`src/rtl/alu_serial_deserializer.sv`:
```
// Serial packet front end for the ALU core: assembles operands B/A and an opcode, checks count/CRC4/opcode.
// Optional RX_SYNC_EN: 2-flop input synchroniser on sin (adds 2 cycles of latency).
module alu_serial_deserializer #(
  parameter int OP_BYTES = 4,
  parameter int CNT_W    = 4
) (
  input  logic                  clk,
  input  logic                  rst_n,
  input  logic                  sin,
  output logic                  out_valid,
  input  logic                  out_ready,
  output logic [8*OP_BYTES-1:0] out_b,
  output logic [8*OP_BYTES-1:0] out_a,
  output logic [2:0]            out_op,
  output logic [2:0]            out_err,
  output logic                  overrun,
  output logic                  frame_err
);
  localparam int W = 8 * OP_BYTES;
  localparam logic [CNT_W-1:0] CNT_FULL = CNT_W'(2 * OP_BYTES);
  localparam logic [CNT_W-1:0] CNT_SAT  = CNT_W'(2 * OP_BYTES + 1);

  typedef enum logic [2:0] {IDLE, FLAG, PAYLOAD, STOP, RESYNC} state_t;

  state_t           state;
  logic             sin_s;
  logic             is_ctl;
  logic [2:0]       bit_cnt;
  logic [7:0]       pay;
  logic [2*W-1:0]   sr;
  logic [CNT_W-1:0] dcnt;
  logic [3:0]       crc;
  logic [3:0]       crc_data;
  logic [3:0]       crc_ctl;
  logic [2:0]       err_ctl;

`ifdef RX_SYNC_EN
  logic [1:0] sync;
  always_ff @(posedge clk or negedge rst_n) begin
    if (!rst_n) sync <= '1;
    else        sync <= {sync[0], sin};
  end
  assign sin_s = sync[1];
`else
  assign sin_s = sin;
`endif

  // Serial CRC4, polynomial x^4+x+1, one message bit per step
  function automatic logic [3:0] crc_step(input logic [3:0] c, input logic b);
    logic fb;
    fb = c[3] ^ b;
    return {c[2], c[1], c[0] ^ fb, fb};
  endfunction

  always_comb begin
    crc_data = crc;
    for (int unsigned i = 0; i < 8; i++) crc_data = crc_step(crc_data, pay[3'(7 - i)]);
    crc_ctl = crc_step(crc, 1'b1);
    for (int unsigned i = 0; i < 3; i++) crc_ctl = crc_step(crc_ctl, pay[3'(6 - i)]);
    err_ctl = '0;
    if (dcnt != CNT_FULL)      err_ctl = 3'b100;
    else if (crc_ctl != pay[3:0]) err_ctl = 3'b010;
    else if (pay[5])           err_ctl = 3'b001;  // legal opcodes 000/001/100/101 all have op[1]=0
  end

  always_ff @(posedge clk or negedge rst_n) begin
    if (!rst_n) begin
      state     <= IDLE;
      is_ctl    <= 1'b0;
      bit_cnt   <= '0;
      pay       <= '0;
      sr        <= '0;
      dcnt      <= '0;
      crc       <= '0;
      out_valid <= 1'b0;
      out_b     <= '0;
      out_a     <= '0;
      out_op    <= '0;
      out_err   <= '0;
      overrun   <= 1'b0;
      frame_err <= 1'b0;
    end else begin
      overrun   <= 1'b0;
      frame_err <= 1'b0;
      if (out_valid && out_ready) out_valid <= 1'b0;
      case (state)
        IDLE: if (!sin_s) state <= FLAG;
        FLAG: begin
          is_ctl  <= sin_s;
          bit_cnt <= '0;
          state   <= PAYLOAD;
        end
        PAYLOAD: begin
          pay     <= {pay[6:0], sin_s};
          bit_cnt <= bit_cnt + 3'd1;
          if (bit_cnt == 3'd7) state <= STOP;
        end
        STOP: begin
          if (sin_s) begin
            state <= IDLE;
            if (!is_ctl) begin
              sr  <= {sr[2*W-9:0], pay};
              crc <= crc_data;
              if (dcnt != CNT_SAT) dcnt <= dcnt + 1'b1;
            end else begin
              // A commit coinciding with acceptance overrides the clear above
              if (!out_valid || out_ready) begin
                out_valid <= 1'b1;
                out_b     <= sr[2*W-1:W];
                out_a     <= sr[W-1:0];
                out_op    <= pay[6:4];
                out_err   <= err_ctl;
              end else begin
                overrun <= 1'b1;
              end
              dcnt <= '0;
              sr   <= '0;
              crc  <= '0;
            end
          end else begin
            frame_err <= 1'b1;
            state     <= RESYNC;
          end
        end
        RESYNC: if (sin_s) state <= IDLE;
        default: state <= IDLE;
      endcase
    end
  end
endmodule

```
`config.mk`:
```
export PLATFORM = sky130hd
export DESIGN_NAME = alu_serial_deserializer
export DESIGN_NICKNAME = d
export VERILOG_FILES = /design/src/rtl/alu_serial_deserializer.sv
export SDC_FILE = /design/constraint.sdc
export NUM_CORES = 1
export LEC_CHECK = 0
export CELL_PAD_IN_SITES_DETAIL_PLACEMENT = 0
export CELL_PAD_IN_SITES_GLOBAL_PLACEMENT = 1
export CORE_ASPECT_RATIO = 0.9
export CORE_MARGIN = 1.5
export CORE_UTILIZATION = 40
export CTS_CLUSTER_DIAMETER = 60
export DETAILED_ROUTE_END_ITERATION = 6
export PLACE_DENSITY_LB_ADDON = 0.1
export REMOVE_ABC_BUFFERS = 1
export SYNTH_ARGS = -nofsm -noshare
export SYNTH_HDL_FRONTEND = slang
export SYNTH_SLANG_ARGS = --single-unit
```
`constraint.sdc`:
```
create_clock -name clk -period 4.4 [get_ports clk]
set_input_delay 0.88 -clock clk [delete_from_list [all_inputs] [get_ports clk]]
set_output_delay 0.88 -clock clk [all_outputs]
set_load 0.01 [all_outputs]
```
==> flow_metrics.py <==
metrics = {
    "worst_setup_path": {
        "crit_arrival_ps": 3030,
        "r2r-start": "state[1]$_DFFE_PN0P_",
        "end_kind": "flop",
        "startpoint_type": "primary input",
        "path_max_fanout": 44,
        "cp_slowest_stage_delay_ps": 590,
        "r2r_slack_ps": 2240,
        "ff2ff_path_depth": 4,
        "path_class": "primary input to flop",
        "r2r_end": "out_err[1]$_DFFE_PN0P_",
        "cp_cell_sequence": "clkdlybuf4s50_1 -> and4b_1 -> nand3_4 -> buf_12 -> o41ai_1",
        "cpMaxStageDelayCell": "clkdlybuf4s50_1",
        "cp.required_ps": 4710,
    },
    "sta": {
        "finalCritPeriodShare": 0.618,
        "rsz0062_at_grt": "no",
        "slew_headroom": 0.483,
        "skew_ps": 6.03,
        "timing.fmax_ghz": 0.368,
        "finalSetupViolCount": 0,
        "fin_hold_ws_ps": 477,
        "worst_pin_slew_ps": 775,
        "hold_viol": 0,
        "slew_viol_final": 0,
        "layout_min_cycle_time_ps": 2720,
    },
    "placement": {
        "gp_congestion": 0.749,
        "port_buffers": 76,
        "placed_cell_area_um2": 7570,
        "post-place-cells": 795,
        "dp_hpwl_um": 6840,
    },
    "layout": {
        "area_delta_synth_final_pct": 23.8,
        "antenna_cells": 0,
        "drive_above_1_share": 0.182,
        "design_area_um2": 8170,
        "instances_no_fill": 827,
        "fin_nets": 616,
    },
    "yosys": {
        "ys_types": 37,
        "synth_top_cell_by_area": "dfrtp_1",
        "ys_warn_count": 0,
        "netlist_area_um2": 6600,
        "yosysTopAreaCellShare": 0.607,
        "seq_area_frac_synth": 0.607,
        "syn_inst": 541,
        "avgSynthCellArea_um2": 12.2,
        "synth_edf_count": 0,
        "synthTopCellsByArea": "dfrtp_1 61%, mux2_2 12%, nand2b_1 6.2%, o21ai_0 5.0%, nand2_1 4.2%",
        "synthFlopType": "dfrtp_1",
        "synth_seq_cells": 160,
        "async_flop_share": 1.00,
    },
    "clock_network": {
        "cts_max_level": 4,
        "cts_tree": "done",
        "clkSlewWorstSetupHoldPaths_ps": 60,
        "cts_max_path_buffers": 2,
        "cts_setup_buffers": 0,
        "cts.repair.resized": 0,
        "holdBufCountCts": 0,
        "cts_sinks": 160,
        "cts_made_buffers": 17,
        "root_buffer": "clkbuf_16",
        "insertion_delay_ps": 420,
    },
    "drt": {
        "ant_nets": 0,
        "viasPerCell": 4.75,
        "drc_errors": 0,
        "drt-initial-drc-count": 137,
        "totalWireLength_um": 11700,
        "avgRoutedWirePerCell_um": 14.2,
        "num_vias": 3929,
        "dr.pass1.iters": 4,
    },
    "global_routing": {
        "grt_pass1_wl_um": 20000,
        "grt_max_degree": 140,
        "antenna_found_initial": 0,
        "grt-ovfl-total": 0,
        "grt_pass1_vias": 3930,
        "track_usage": 0.146,
    },
    "floorplanning": {
        "core-area_um2": 16100,
        "dieArea_um2": 17300,
        "die_h_um": 125,
        "start_util": 0.409,
        "ios": 77,
        "rows": 44,
        "die_w_um": 138,
    },
    "power": {
        "leakage_uw": 0.00375,
        "power.density_nw_per_um2": 585,
        "irDropWorstVdd_mv": 0.359,
    },
    "worst_hold_path": {
        "holdPathEnd": "sr[63]$_DFFE_PN0P_",
        "min_from": "sr[63]$_DFFE_PN0P_",
        "min_path_type": "flop to flop",
        "holdPathStages": 2,
    },
    "job": {
        "cap_viol_max_count": 0,
    },
    "run_status": {
        "status": "finished clean",
    },
}
## per-stage QoR
| stage | TNS (ps) | utilization | worst slack, ps | power [uW] |
|---|---|---|---|---|
| floorplan | -215 | - | -78.6 | 2940 |
| global placement | 0 | 0.469 | 1290 | 3330 |
| detailed placement | 0 | 0.469 | 1190 | 3360 |
| CTS | 0 | 0.506 | 1630 | 4860 |
| global route | 0 | 0.506 | 1480 | 5070 |
| finish | 0 | 0.506 | 1680 | 4780 |
## critical path, delay by kind of cell
family,cells,cell delay (ps)
buffers and inverters,2,980
AND/OR/NAND/NOR,2,800
AO/OA/AOI/OAI,1,360
## state kept, by name, summed over array words and instances, names as in the netlist
signal / cells
is_ctl: 1
out_a: 32
out_err: 3
pay: 8
dcnt: 4
crc: 4
state: 3
overrun: 1
bit_cnt: 3
out_op: 3
sr: 64
out_b: 32
out_valid: 1
frame_err: 1
## worst max-delay path by stage
stage / from / endpoint / slack, ps
final: sin / out_err[1]$_DFFE_PN0P_ / 1680
after detailed placement: sin / out_err[1]$_DFFE_PN0P_ / 1190
after floorplan: sin / crc[0]$_DFFE_PN0P_ / -80
after CTS: sin / out_err[1]$_DFFE_PN0P_ / 1630
after global placement: sin / out_b[19]$_DFFE_PN0P_ / 1290
after global routing: sin / out_err[1]$_DFFE_PN0P_ / 1480
## synthesized netlist by cell type (4+ instances only)
master    count
mux2_1        7
xnor3_1       5
o21ai_0      66
buf_2        11
a21oi_1       5
nor3_1        4
xnor2_1       5
buf_1         4
nand2_1      74
a22o_1        5
ha_1          5
mux2_2       69
clkbuf_1     19
nor2_1        8
inv_1         4
nand2b_1     65
dfrtp_1     160
## cell families (layout without fill, tap and decap cells)
family / Yosys count / in the layout / share of synthesized area
AND/OR/NAND/NOR: 163 / 163 / 0.124
XOR/XNOR: 14 / 14 / 0.0337
adder cells (fa/ha/maj): 5 / 5 / 0.00948
flip-flops: 160 / 160 / 0.607
multiplexers: 76 / 76 / 0.130
buffers and inverters: 38 / 117 / 0.0237
AO/OA/AOI/OAI: 85 / 85 / 0.0722
## layer usage
metal | wire (um) | global-route usage
met1 | 5700 | 0.193
met2 | 5470 | 0.227
met3 | 404 | 0.0442
met4 | 153 | 0.0539
met5 | 0 | 0
## placed cells by master (no fill, tap or decap), drive strengths merged, types with 2 or more instances in the layout
cell type      instances
nand2                 74
dfrtp                160
o31ai                  3
mux2                  76
xnor3                  6
nor2                   8
clkinv                 7
o21ai                 66
nor3b                  2
clkdlybuf4s50         75
a22o                   5
clkinvlp               2
buf                    6
nor3                   4
nand2b                65
ha                     5
xor2                   2
inv                    5
a21oi                  5
xnor2                  5
clkbuf                20
bufinv                 2
nand3                  2
nor2b                  2
## power breakdown
group          internal [uW]  leakage [uW]  switching [uW]  total, uW
Sequential              1700       0.00218             214       1910
Combinational            801       0.00128             599       1400
Clock                    882      0.000292             583       1470
## layout make-up
type,count,area (um^2)
Clock buffer,20,467
Clock inverter,12,134
Fill cell,1445,7960
Inverter,4,15.0
Multi-Input combinational cell,343,2450
Sequential cell,160,4010
Tap cell,207,259
Timing Repair Buffer,81,837
No activity file was read; power rests on OpenSTA's default activity.
